File: src/rtl/cpu65_bridge_pkg.sv
// Shared types and constants for the 65xx core to memory bus bridge.
//   phi_state_e   : bus-cycle sequencer states
//   DB_W          : core data bus width
//   PHI_CNT_W     : width of the completed-phi-cycle counter
//   TIMEOUT_RDATA : read data returned to the core when memory never answers
package cpu65_bridge_pkg;

  typedef enum logic [1:0] {
    PHI1      = 2'd0,
    PHI2_WAIT = 2'd1,
    PHI2_DONE = 2'd2
  } phi_state_e;

  localparam int          DB_W          = 8;
  localparam int          PHI_CNT_W     = 16;
  localparam logic [7:0]  TIMEOUT_RDATA = 8'hFF;

endpackage

File: src/rtl/cpu65_phase_gen.sv
// Half-phase divider and clk0 register for the 65xx bus bridge.
//   eclk, ereset : system clock, synchronous active-low reset
//   hold         : freeze the divider while it sits at terminal count
//   clk0_set     : drive clk0 high on this edge (start of phi2)
//   clk0_clr     : drive clk0 low on this edge (end of phi2)
//   tc           : divider is at terminal count (HALF_DIV-1)
//   count        : current divider value
//   clk0         : registered phase clock to the core
module cpu65_phase_gen #(
  parameter int HALF_DIV = 4,
  parameter int CNT_W    = $clog2(HALF_DIV)
) (
  input  logic             eclk,
  input  logic             ereset,
  input  logic             hold,
  input  logic             clk0_set,
  input  logic             clk0_clr,
  output logic             tc,
  output logic [CNT_W-1:0] count,
  output logic             clk0
);

  assign tc = (count == CNT_W'(HALF_DIV - 1));

  // Completion of phi2 always happens at TC, so the natural wrap doubles
  // as the divider restart when a stretched cycle finally ends.
  always_ff @(posedge eclk) begin
    if (!ereset) begin
      count <= '0;
      clk0  <= 1'b0;
    end else begin
      if (!(hold && tc))
        count <= tc ? '0 : count + CNT_W'(1);
      if (clk0_clr)
        clk0 <= 1'b0;
      else if (clk0_set)
        clk0 <= 1'b1;
    end
  end

endmodule

File: src/rtl/cpu65_bus_bridge.sv
// Bridge between a gate-level 65xx core and a synchronous variable-latency
// memory port. Generates clk0 and the core reset, turns each phi2 into a
// req/ack transaction, and stretches clk0 high until memory answers.
//
// Optional feature: define CPU65_BRIDGE_TIMEOUT_EN to bound the stretch to
// TIMEOUT eclk cycles, after which the cycle is force-completed with a
// bus_err pulse (reads return TIMEOUT_RDATA, writes are dropped).
//
// Ports:
//   eclk, ereset          : system clock, synchronous active-low reset
//   clk0, cpu_res         : phase clock and active-low reset to the core
//   cpu_ab/cpu_rw/cpu_db_o: core address, read(1)/write(0), write data
//   cpu_db_i              : read data returned to the core
//   mem_req/we/addr/wdata : level request to memory
//   mem_ack/mem_rdata     : single-cycle completion and read data
//   phi_cnt               : completed phi cycles (wraps)
//   stretch               : clk0 being held high awaiting ack
//   bus_err               : timeout pulse (0 without the optional feature)
module cpu65_bus_bridge
  import cpu65_bridge_pkg::*;
#(
  parameter int ADDR_W     = 13,
  parameter int HALF_DIV   = 4,
  parameter int WR_SETUP   = 1,
  parameter int RESET_HOLD = 8,
  parameter int TIMEOUT    = 64
) (
  input  logic                 eclk,
  input  logic                 ereset,
  output logic                 clk0,
  output logic                 cpu_res,
  input  logic [ADDR_W-1:0]    cpu_ab,
  input  logic                 cpu_rw,
  input  logic [DB_W-1:0]      cpu_db_o,
  output logic [DB_W-1:0]      cpu_db_i,
  output logic                 mem_req,
  output logic                 mem_we,
  output logic [ADDR_W-1:0]    mem_addr,
  output logic [DB_W-1:0]      mem_wdata,
  input  logic                 mem_ack,
  input  logic [DB_W-1:0]      mem_rdata,
  output logic [PHI_CNT_W-1:0] phi_cnt,
  output logic                 stretch,
  output logic                 bus_err
);

  localparam int CNT_W = $clog2(HALF_DIV);
  localparam int RH_W  = $clog2(RESET_HOLD + 1);

  if (HALF_DIV < 2 || WR_SETUP < 0 || WR_SETUP >= HALF_DIV ||
      RESET_HOLD < 1 || TIMEOUT < 1) begin : g_param_err
    $error("cpu65_bus_bridge: illegal parameter combination");
  end

  phi_state_e       state, state_nxt;
  logic             tc, clk0_set, clk0_clr, div_hold;
  logic [CNT_W-1:0] div_cnt;
  logic [RH_W-1:0]  rst_cnt;
  logic             ack_ok, wr_issue, tmo_hit;

  cpu65_phase_gen #(
    .HALF_DIV (HALF_DIV),
    .CNT_W    (CNT_W)
  ) u_phase (
    .eclk     (eclk),
    .ereset   (ereset),
    .hold     (div_hold),
    .clk0_set (clk0_set),
    .clk0_clr (clk0_clr),
    .tc       (tc),
    .count    (div_cnt),
    .clk0     (clk0)
  );

  // An ack only counts against an outstanding request; req is registered,
  // so an ack on the same edge req rises is never seen.
  assign ack_ok   = (state == PHI2_WAIT) && mem_req && mem_ack;
  // !mem_req keeps a write from re-issuing while the divider is held at TC
  // when WR_SETUP sits on the terminal count.
  assign wr_issue = (state == PHI2_WAIT) && mem_we && !mem_req &&
                    (div_cnt == CNT_W'(WR_SETUP));
  // clk0 may not fall before the transaction resolves.
  assign div_hold = (state == PHI2_WAIT);

`ifdef CPU65_BRIDGE_TIMEOUT_EN
  localparam int TMO_W = $clog2(TIMEOUT + 1);
  logic [TMO_W-1:0] tmo_cnt;
  logic             bus_err_q;

  assign tmo_hit = stretch && (state == PHI2_WAIT) && !ack_ok &&
                   (tmo_cnt == TMO_W'(TIMEOUT - 1));
  assign bus_err = bus_err_q;

  always_ff @(posedge eclk) begin
    if (!ereset) begin
      tmo_cnt   <= '0;
      bus_err_q <= 1'b0;
    end else begin
      bus_err_q <= tmo_hit;
      tmo_cnt   <= (stretch && state == PHI2_WAIT) ? tmo_cnt + TMO_W'(1) : '0;
    end
  end
`else
  assign tmo_hit = 1'b0;
  assign bus_err = 1'b0;
`endif

  always_ff @(posedge eclk) begin
    if (!ereset) state <= PHI1;
    else         state <= state_nxt;
  end

  always_comb begin
    state_nxt = state;
    clk0_set  = 1'b0;
    clk0_clr  = 1'b0;
    case (state)
      PHI1: if (tc) begin
        state_nxt = PHI2_WAIT;
        clk0_set  = 1'b1;
      end
      PHI2_WAIT: if (ack_ok || tmo_hit)
        state_nxt = PHI2_DONE;
      PHI2_DONE: if (tc) begin
        state_nxt = PHI1;
        clk0_clr  = 1'b1;
      end
      default: state_nxt = PHI1;
    endcase
  end

  always_ff @(posedge eclk) begin
    if (!ereset) begin
      mem_req   <= 1'b0;
      mem_we    <= 1'b0;
      mem_addr  <= '0;
      mem_wdata <= '0;
      cpu_db_i  <= '0;
      phi_cnt   <= '0;
      stretch   <= 1'b0;
      cpu_res   <= 1'b0;
      rst_cnt   <= '0;
    end else begin
      case (state)
        PHI1: if (tc) begin
          mem_addr <= cpu_ab;
          mem_we   <= ~cpu_rw;
          mem_req  <= cpu_rw;          // reads request on the clk0 rising edge
        end
        PHI2_WAIT: begin
          if (wr_issue) begin
            mem_wdata <= cpu_db_o;
            mem_req   <= 1'b1;
          end
          if (ack_ok) begin
            mem_req <= 1'b0;
            if (!mem_we) cpu_db_i <= mem_rdata;
          end else if (tmo_hit) begin
            mem_req <= 1'b0;
            if (!mem_we) cpu_db_i <= TIMEOUT_RDATA;
          end else if (tc) begin
            stretch <= 1'b1;
          end
        end
        PHI2_DONE: if (tc) begin
          stretch <= 1'b0;
          phi_cnt <= phi_cnt + PHI_CNT_W'(1);
          if (!cpu_res) begin
            rst_cnt <= rst_cnt + RH_W'(1);
            if (rst_cnt == RH_W'(RESET_HOLD - 1)) cpu_res <= 1'b1;
          end
        end
        default: ;
      endcase
    end
  end

endmodule
File: config.mk
export PLATFORM = sky130hd
export DESIGN_NAME = cpu65_bus_bridge
export DESIGN_NICKNAME = d
export VERILOG_FILES = /design/src/rtl/cpu65_bridge_pkg.sv /design/src/rtl/cpu65_phase_gen.sv /design/src/rtl/cpu65_bus_bridge.sv
export SDC_FILE = /design/constraint.sdc
export NUM_CORES = 1
export LEC_CHECK = 0
export CORE_MARGIN = 2
export CORE_UTILIZATION = 40
export CTS_CLUSTER_SIZE = 14
export DETAILED_ROUTE_END_ITERATION = 16
export PLACE_DENSITY = 0.78
export SYNTH_ARGS = -nofsm -noshare
export SYNTH_HDL_FRONTEND = slang
export SYNTH_SLANG_ARGS = --single-unit
File: constraint.sdc
create_clock -name eclk -period 1.7 [get_ports eclk]
set_input_delay 0.17 -clock eclk [delete_from_list [all_inputs] [get_ports eclk]]
set_output_delay 0.17 -clock eclk [all_outputs]
set_load 0.03 [all_outputs]
==> run_summary.xml, run 1 <==
<?xml version="1.0" encoding="UTF-8"?>
<metrics>
  <group name="timing">
    <metric name="share_of_the_clock_period_used_by_the_worst_path_after_layout" unit="%">96.5</metric>
    <metric name="slew_violations" unit="">0</metric>
    <metric name="final.min_clock_period" unit="ps">1640</metric>
    <metric name="clock_skew" unit="ps">4.21</metric>
    <metric name="setup_viol_count_final" unit="">0</metric>
    <metric name="final_hold_viol_count" unit="">0</metric>
    <metric name="max_freq" unit="MHz">610</metric>
  </group>
  <group name="worst_setup_path">
    <metric name="timing.critical_path.to" unit="">phi_cnt[15]</metric>
    <metric name="cp-start-kind" unit="">flop</metric>
    <metric name="worst_ep_required_time" unit="ps">1950</metric>
    <metric name="r2r_end" unit="">phi_cnt[15]</metric>
    <metric name="crit_arrival" unit="ps">1890</metric>
    <metric name="reg2reg_depth" unit="">4</metric>
    <metric name="worstPathMaxFanout" unit="">6</metric>
    <metric name="critPathCaptureType" unit="">flop</metric>
    <metric name="setup.worst_path.start" unit="">phi_cnt[3]</metric>
    <metric name="r2r_slack" unit="ps">60</metric>
    <metric name="worstReg2RegStart" unit="">phi_cnt[3]</metric>
    <metric name="timing_worst_setup_path_type" unit="">flop to flop</metric>
  </group>
  <group name="floorplanning">
    <metric name="die-height" unit="um">80.8</metric>
    <metric name="die-area" unit="sq um">6520</metric>
    <metric name="core_area" unit="sq um">5610</metric>
    <metric name="chipWidth" unit="um">80.8</metric>
    <metric name="rows" unit="">27</metric>
    <metric name="floorplan.io_pins" unit="">84</metric>
    <metric name="floorplan.initialDensity" unit="%">42.0</metric>
  </group>
  <group name="clock_network">
    <metric name="worst_setup_hold_path_clk_slew" unit="ps">60</metric>
    <metric name="post_cts_hold_buffer_count" unit="">0</metric>
    <metric name="clk_latency" unit="ps">320</metric>
    <metric name="cts_htree_levels" unit="">3</metric>
    <metric name="ctsRootBufferMaster" unit="">clkbuf_8</metric>
    <metric name="cts.sink_count" unit="">58</metric>
    <metric name="cts_tree" unit="">done</metric>
    <metric name="clk_path_buf_depth" unit="">2</metric>
    <metric name="cts_inserted_buffers" unit="">9</metric>
  </group>
  <group name="drt">
    <metric name="drc" unit="">0</metric>
    <metric name="antenna_left" unit="">0</metric>
    <metric name="route.detailed.wl_per_inst" unit="um">12.3</metric>
    <metric name="detailedRoute.firstIterationViolations" unit="">66</metric>
    <metric name="drt-pass1-iter-count" unit="">4</metric>
    <metric name="detail_route.vias_per_cell" unit="">4.92</metric>
    <metric name="dr_total_vias" unit="">2178</metric>
    <metric name="drt-total-wl" unit="mm">5.46</metric>
  </group>
  <group name="grt">
    <metric name="gr-total-overflow" unit="">0</metric>
    <metric name="grt_max_degree" unit="">25</metric>
    <metric name="first_global_vias" unit="">2085</metric>
    <metric name="grt_first_pass_wirelength" unit="mm">9.03</metric>
    <metric name="global_route.usage.total" unit="%">17.5</metric>
    <metric name="antenna_found_initial" unit="">0</metric>
  </group>
  <group name="synthesis">
    <metric name="yosysWarnings" unit="">0</metric>
    <metric name="mappedNetlistNets" unit="">306</metric>
    <metric name="synth_enable_flop_cells" unit="">0</metric>
    <metric name="synth-seq-area-share" unit="%">49.3</metric>
    <metric name="synthTopCellsByArea" unit="">dfxtp_1, mux2i_1, nand2_1</metric>
    <metric name="synthFlopType" unit="">dfxtp_1</metric>
    <metric name="share_of_yosys_cell_area_claimed_by_the_top_area_cell_type" unit="%">49.3</metric>
    <metric name="avg_synthesized_cell_area" unit="sq um">8.76</metric>
    <metric name="flip_flop_and_latch_count_after_synthesis" unit="">58</metric>
    <metric name="async_reset_ff_share" unit="%">0</metric>
    <metric name="syn_inst" unit="">269</metric>
    <metric name="synth_top_area_cell" unit="">dfxtp_1</metric>
    <metric name="syn_area" unit="sq um">2360</metric>
    <metric name="ys_types" unit="">38</metric>
  </group>
  <group name="layout">
    <metric name="area_growth" unit="%">51.4</metric>
    <metric name="share_of_final_layout_standard_cells_stronger_than_drive_strength_1" unit="%">11.6</metric>
    <metric name="antenna_cells_inserted" unit="">0</metric>
    <metric name="final_util" unit="%">63.6</metric>
    <metric name="finish.net_count" unit="">403</metric>
  </group>
  <group name="power_and_ir_drop">
    <metric name="static-leakage-power" unit="nW">1.29</metric>
    <metric name="peakVddDrop" unit="V">0.000557</metric>
    <metric name="pnr_total_power" unit="mW">2.93</metric>
    <metric name="power_density" unit="nW/um^2">821</metric>
  </group>
  <group name="outcome">
    <metric name="run_status" unit="">complete, no violations</metric>
  </group>
  <group name="run">
    <metric name="maxCapViolations" unit="">0</metric>
  </group>
  <group name="placed_design">
    <metric name="place.port_buffers" unit="">82</metric>
    <metric name="place.gp.congestion" unit="">0.772</metric>
    <metric name="hpwlAfterDp" unit="mm">3.83</metric>
  </group>
  <group name="hold_path">
    <metric name="timing.hold.worst.class" unit="">primary input to flop</metric>
  </group>
</metrics>
==> flip-flops by register name, summed over array words and instances, names as in the netlist <==
signal,count
cpu_res,1
stretch,1
mem_req,1
state,2
phi_cnt,16
mem_we,1
mem_wdata,8
u_phase.clk0,1
cpu_db_i,8
rst_cnt,4
u_phase.count,2
mem_addr,13
==> cell type report <==
type | count | area [sq um]
fillers | 511 | 2040
flip-flops and latches | 58 | 1170
multi-input cells | 194 | 1150
repair buffers | 99 | 948
clock buffers | 14 | 163
well taps | 72 | 90.1
clock inverters | 2 | 35.0
inverters | 4 | 15.0
==> layout by cell type, fill, tap and decap left out, types with 3 or more instances in the layout <==
| master | count |
|---|---|
| a21oi_1 | 23 |
| buf_4 | 17 |
| clkbuf_1 | 3 |
| clkbuf_8 | 11 |
| clkdlybuf4s50_1 | 79 |
| dfxtp_1 | 53 |
| dfxtp_2 | 5 |
| ha_1 | 4 |
| inv_1 | 3 |
| mux2i_1 | 16 |
| nand2_1 | 42 |
| nand3_1 | 5 |
| nand4_1 | 3 |
| nor2_1 | 40 |
| nor2b_1 | 4 |
| nor3_1 | 4 |
| o21ai_0 | 10 |
| or3_1 | 3 |
| or4_1 | 3 |
| xnor2_1 | 5 |
| xor2_1 | 6 |
==> cells by family (layout without fill, tap and decap cells) <==
logic type | Yosys count | after routing | share of synthesized area, %
xor+xnor | 11 | 11 | 4.09
other cells | 1 | 1 | 0.159
compound gates | 39 | 39 | 8.97
flops | 58 | 58 | 49.3
simple gates | 122 | 123 | 25.5
mux | 16 | 16 | 6.79
fa+ha+maj | 4 | 4 | 2.12
buf+inv | 18 | 119 | 3.13
==> repair_timing <==
item | in CTS | in global routing
cloned | 0 | 1
gates resized for setup | 2 | 6
setup endpoints to repair | 2 | 19
hold endpoints to repair | 0 | 0
setup buffers | 0 | 2
==> per-layer routing <==
| layer | global-route usage, % | wire, um | share of wire [%] | vias up |
|---|---|---|---|---|
| li1 | - | - | - | 1111 |
| met1 | 20.7 | 2460 | 45 | 996 |
| met2 | 29.4 | 2590 | 47 | 63 |
| met3 | 7.11 | 351 | 6.4 | 8 |
| met4 | 5.08 | 67 | 1.2 | 0 |
| met5 | 0 | 0 | 0 | - |
==> how the worst min path moves through the flow <==
stage           startpoint      endpoint  cells after the start
2_1_floorplan       cpu_rw        mem_we                      1
3_3_place_gp   mem_addr[1]   mem_addr[1]                      2
3_5_place_dp   mem_addr[7]   mem_addr[7]                      2
4_1_cts         cpu_ab[10]  mem_addr[10]                      3
5_1_grt          cpu_ab[1]   mem_addr[1]                      3
6_report        cpu_ab[10]  mem_addr[10]                      3
==> power breakdown <==
part	internal, mW	leakage, nW	total [mW]	switching, mW
clock network	0.757	0.101	1.25	0.496
logic	0.141	0.719	0.274	0.133
registers	1.39	0.470	1.40	0.0171
==> metrics by stage <==
step	instances	cell area [sq um]	hold WS [ps]	setup WS [ps]	TNS [ps]
floorplan	269	2360	266	4.67	0
global placement	424	3330	441	96.3	0
detailed placement	424	3330	447	55.6	0
CTS	440	3520	379	7.21	0
global route	443	3570	398	-14.7	-14.7
finish	443	3570	395	59.8	0
==> worst max-delay path, cell delays in order (launching register included) <==
cell and delay [ps]:
dfxtp_2 380, and4_1 400, nand4_4 160, or4_1 490, a21oi_1 150
==> cells in the mapped netlist, types with 2 or more instances <==
library cell / n
or3_1: 3
and4_1: 2
or4_1: 3
nor2b_1: 4
ha_1: 4
nand2_1: 42
o21ai_0: 10
a21oi_1: 23
dfxtp_1: 58
xor2_1: 6
nand3_1: 6
nor3_1: 4
clkbuf_1: 9
nand4_1: 3
inv_1: 4
buf_1: 2
mux2i_1: 16
nor3_2: 2
buf_2: 2
a211oi_1: 2
nor3b_1: 2
nor2_1: 40
xnor2_1: 5
nand2b_1: 3
(Power assumes the default switching activity.)
==> run 2, diff against run 1 <==
--- a/config.mk
+++ b/config.mk
@@ -7,8 +7,8 @@
 export LEC_CHECK = 0
 export CORE_MARGIN = 2
 export CORE_UTILIZATION = 40
-export CTS_CLUSTER_SIZE = 14
 export DETAILED_ROUTE_END_ITERATION = 16
+export GPL_ROUTABILITY_DRIVEN = 0
 export PLACE_DENSITY = 0.78
 export SYNTH_ARGS = -nofsm -noshare
 export SYNTH_HDL_FRONTEND = slang
==> results of run 2 <==
Final layout, timing and power as in run 1 (identical DEF).
==> run 3, diff against run 2 <==
==> constraint.sdc (replaced) <==
create_clock -name eclk -period 1.3 [get_ports eclk]
set_input_delay 0.13 -clock eclk [delete_from_list [all_inputs] [get_ports eclk]]
set_output_delay 0.13 -clock eclk [all_outputs]
set_load 0.03 [all_outputs]
==> run 3 against run 2 <==
Effect of this change: the flow now finishes with violations (setup timing); routed wire length is 15% higher; final area is 11% higher; fmax is 5.5% higher; combinational power is 67% higher; hold slack worse by 55 ps; largest power group unchanged; non-clock buffer count is 33 higher; cell count is 7.2% higher; utilization is 7.2 points higher; power is 30% higher.
==> run_summary.xml, run 3 (same netlist as run 1, synthesis figures left out) <==
<?xml version="1.0" encoding="UTF-8"?>
<metrics>
  <group name="outcome">
    <metric name="run_status" unit="">finished, violations left</metric>
    <metric name="failed_checks" unit="">setup timing</metric>
  </group>
  <group name="layout">
    <metric name="largest_register_ff_count" unit="">16</metric>
    <metric name="antenna_cells_inserted" unit="">0</metric>
    <metric name="top_register" unit="">phi_cnt</metric>
    <metric name="finish.net_count" unit="">435</metric>
    <metric name="area_growth" unit="%">68.4</metric>
    <metric name="reg_top3" unit="">phi_cnt (16), mem_addr (13)</metric>
    <metric name="final_common_cell" unit="">dfxtp_1</metric>
    <metric name="share_of_final_layout_standard_cells_stronger_than_drive_strength_1" unit="%">31.8</metric>
    <metric name="most-common-layout-cells" unit="">dfxtp_1, nand2_1, nor2_1</metric>
  </group>
  <group name="power_and_ir_drop">
    <metric name="switching_share" unit="%">24.0</metric>
    <metric name="power_density" unit="nW/um^2">960</metric>
    <metric name="comb_power_share" unit="%">12.0</metric>
    <metric name="sequentialPowerShare" unit="%">48.3</metric>
    <metric name="pnr_total_power" unit="mW">3.81</metric>
    <metric name="peakVddDrop" unit="V">0.000870</metric>
    <metric name="cellInternalPower" unit="mW">2.90</metric>
    <metric name="net_switching_power" unit="uW">915</metric>
    <metric name="power_frac_clock" unit="%">39.7</metric>
    <metric name="static-leakage-power" unit="nW">1.67</metric>
  </group>
  <group name="worst_setup_path">
    <metric name="worst_ep_required_time" unit="ps">1570</metric>
    <metric name="critPathCaptureType" unit="">flop</metric>
    <metric name="timing_worst_setup_path_type" unit="">flop to flop</metric>
    <metric name="worstReg2RegStart" unit="">u_phase.count[0]</metric>
    <metric name="r2r_end" unit="">phi_cnt[15]</metric>
    <metric name="crit_arrival" unit="ps">1830</metric>
    <metric name="cp-start-kind" unit="">flop</metric>
    <metric name="r2r_slack" unit="ps">-250</metric>
    <metric name="worstPathMaxFanout" unit="">6</metric>
    <metric name="reg2reg_depth" unit="">5</metric>
  </group>
  <group name="floorplanning">
    <metric name="die-height" unit="um">80.8</metric>
    <metric name="rows" unit="">27</metric>
    <metric name="floorplan.io_pins" unit="">84</metric>
    <metric name="core_area" unit="sq um">5610</metric>
    <metric name="die-area" unit="sq um">6520</metric>
    <metric name="chipWidth" unit="um">80.8</metric>
    <metric name="floorplan.initialDensity" unit="%">42.0</metric>
  </group>
  <group name="clock_network">
    <metric name="clk_latency" unit="ps">330</metric>
    <metric name="ctsRootBufferMaster" unit="">clkbuf_8</metric>
    <metric name="post_cts_hold_buffer_count" unit="">0</metric>
    <metric name="worst_setup_hold_path_clk_slew" unit="ps">60</metric>
    <metric name="cts_inserted_buffers" unit="">9</metric>
    <metric name="cts_htree_levels" unit="">3</metric>
    <metric name="clk_path_buf_depth" unit="">2</metric>
    <metric name="cts.sink_count" unit="">58</metric>
    <metric name="cts_tree" unit="">done</metric>
  </group>
  <group name="placed_design">
    <metric name="place.port_buffers" unit="">82</metric>
    <metric name="hpwlAfterDp" unit="mm">4.07</metric>
  </group>
  <group name="drt">
    <metric name="dr_total_vias" unit="">2333</metric>
    <metric name="drt-pass1-iter-count" unit="">6</metric>
    <metric name="route.detailed.wl_per_inst" unit="um">13.2</metric>
    <metric name="drt-total-wl" unit="mm">6.27</metric>
    <metric name="detail_route.vias_per_cell" unit="">4.91</metric>
    <metric name="antenna_left" unit="">0</metric>
    <metric name="drc" unit="">0</metric>
    <metric name="detailedRoute.firstIterationViolations" unit="">102</metric>
  </group>
  <group name="timing">
    <metric name="grt_setup_unrepaired" unit="">true</metric>
    <metric name="slew_violations" unit="">0</metric>
    <metric name="final.min_clock_period" unit="ps">1550</metric>
    <metric name="setup_viol_count_final" unit="">34</metric>
    <metric name="clock_skew" unit="ps">6.91</metric>
    <metric name="max_freq" unit="MHz">643</metric>
    <metric name="worst_slack" unit="ps">-255</metric>
    <metric name="final_hold_viol_count" unit="">0</metric>
    <metric name="aggregate_negative_setup_slack" unit="ps">-3260</metric>
    <metric name="share_of_the_clock_period_used_by_the_worst_path_after_layout" unit="%">120</metric>
  </group>
  <group name="run">
    <metric name="maxCapViolations" unit="">0</metric>
  </group>
  <group name="grt">
    <metric name="global_route.usage.total" unit="%">20.8</metric>
    <metric name="grt_max_degree" unit="">29</metric>
    <metric name="antenna_found_initial" unit="">0</metric>
    <metric name="gr-total-overflow" unit="">0</metric>
    <metric name="grt_first_pass_wirelength" unit="mm">10.3</metric>
    <metric name="first_global_vias" unit="">2187</metric>
  </group>
  <group name="hold_path">
    <metric name="hold_path_depth" unit="">3</metric>
    <metric name="timing.hold.worst.class" unit="">primary input to flop</metric>
    <metric name="hp-start" unit="">cpu_ab[1]</metric>
    <metric name="worstHoldEndpoint" unit="">mem_addr[1]</metric>
  </group>
</metrics>
## run 3: repair_timing
| item | CTS | global route |
|---|---|---|
| gates resized for setup | 88 | 40 |
| hold endpoints to repair | 0 | 0 |
| buffers inserted | 12 | 3 |
| pin swaps | 20 | 15 |
| cloned | 0 | 0 |
| setup endpoints to repair | 95 | 73 |
## run 3: final cells by class
type,instances,area (sq um)
Fill cell,453,1640
Sequential cell,58,1190
Multi-Input combinational cell,193,1300
Clock buffer,14,173
Timing Repair Buffer,132,1190
Clock inverter,2,10.0
Tap cell,72,90.1
Inverter,4,17.5
## run 3: worst max path at each step
| stage | start | endpoint |
|---|---|---|
| 4_1_cts | u_phase.count[0] | phi_cnt[13] |
| 5_1_grt | u_phase.count[1] | phi_cnt[15] |
| 2_1_floorplan | u_phase.count[0] | phi_cnt[15] |
| 6_report | u_phase.count[0] | phi_cnt[15] |
| 3_5_place_dp | u_phase.count[0] | phi_cnt[15] |
| 3_3_place_gp | u_phase.count[0] | phi_cnt[15] |
## run 3: routing by layer
layer / wire length (um) / part of all wire, % / GRT usage [%] / up-vias
met4: 89 / 1.4 / 7.12 / 0
li1: - / - / - / 1170
met1: 2580 / 41 / 24.5 / 1089
met2: 3240 / 52 / 35.4 / 66
met5: 0 / 0 / 0 / -
met3: 360 / 5.7 / 7.00 / 8
## run 3: stage by stage
step | utilization [%] | hold WS, ps | area (sq um) | setup WS [ps] | cells
2_1_floorplan | - | 215 | 2460 | -294 | 269
3_3_place_gp | 64.1 | 441 | 3590 | -239 | 445
3_5_place_dp | 64.1 | 446 | 3590 | -266 | 445
4_1_cts | 70.0 | 326 | 3930 | -269 | 473
5_1_grt | 70.8 | 331 | 3970 | -336 | 475
6_report | 70.8 | 340 | 3970 | -255 | 475
## run 3: power groups by stage
stage | clock network (mW) | logic (mW) | registers (mW)
2_1_floorplan | 0 | 0.142 | 1.92
3_3_place_gp | 0 | 0.387 | 1.88
3_5_place_dp | 0 | 0.393 | 1.88
4_1_cts | 1.56 | 0.439 | 1.84
5_1_grt | 1.65 | 0.496 | 1.84
6_report | 1.51 | 0.457 | 1.84
## run 3: worst max-delay path: stages (launching register included)
cell and delay (ps):
dfxtp_2 350, ha_4 130, and4b_2 260, nand4_4 120
or4_4 510, a21oi_2 120
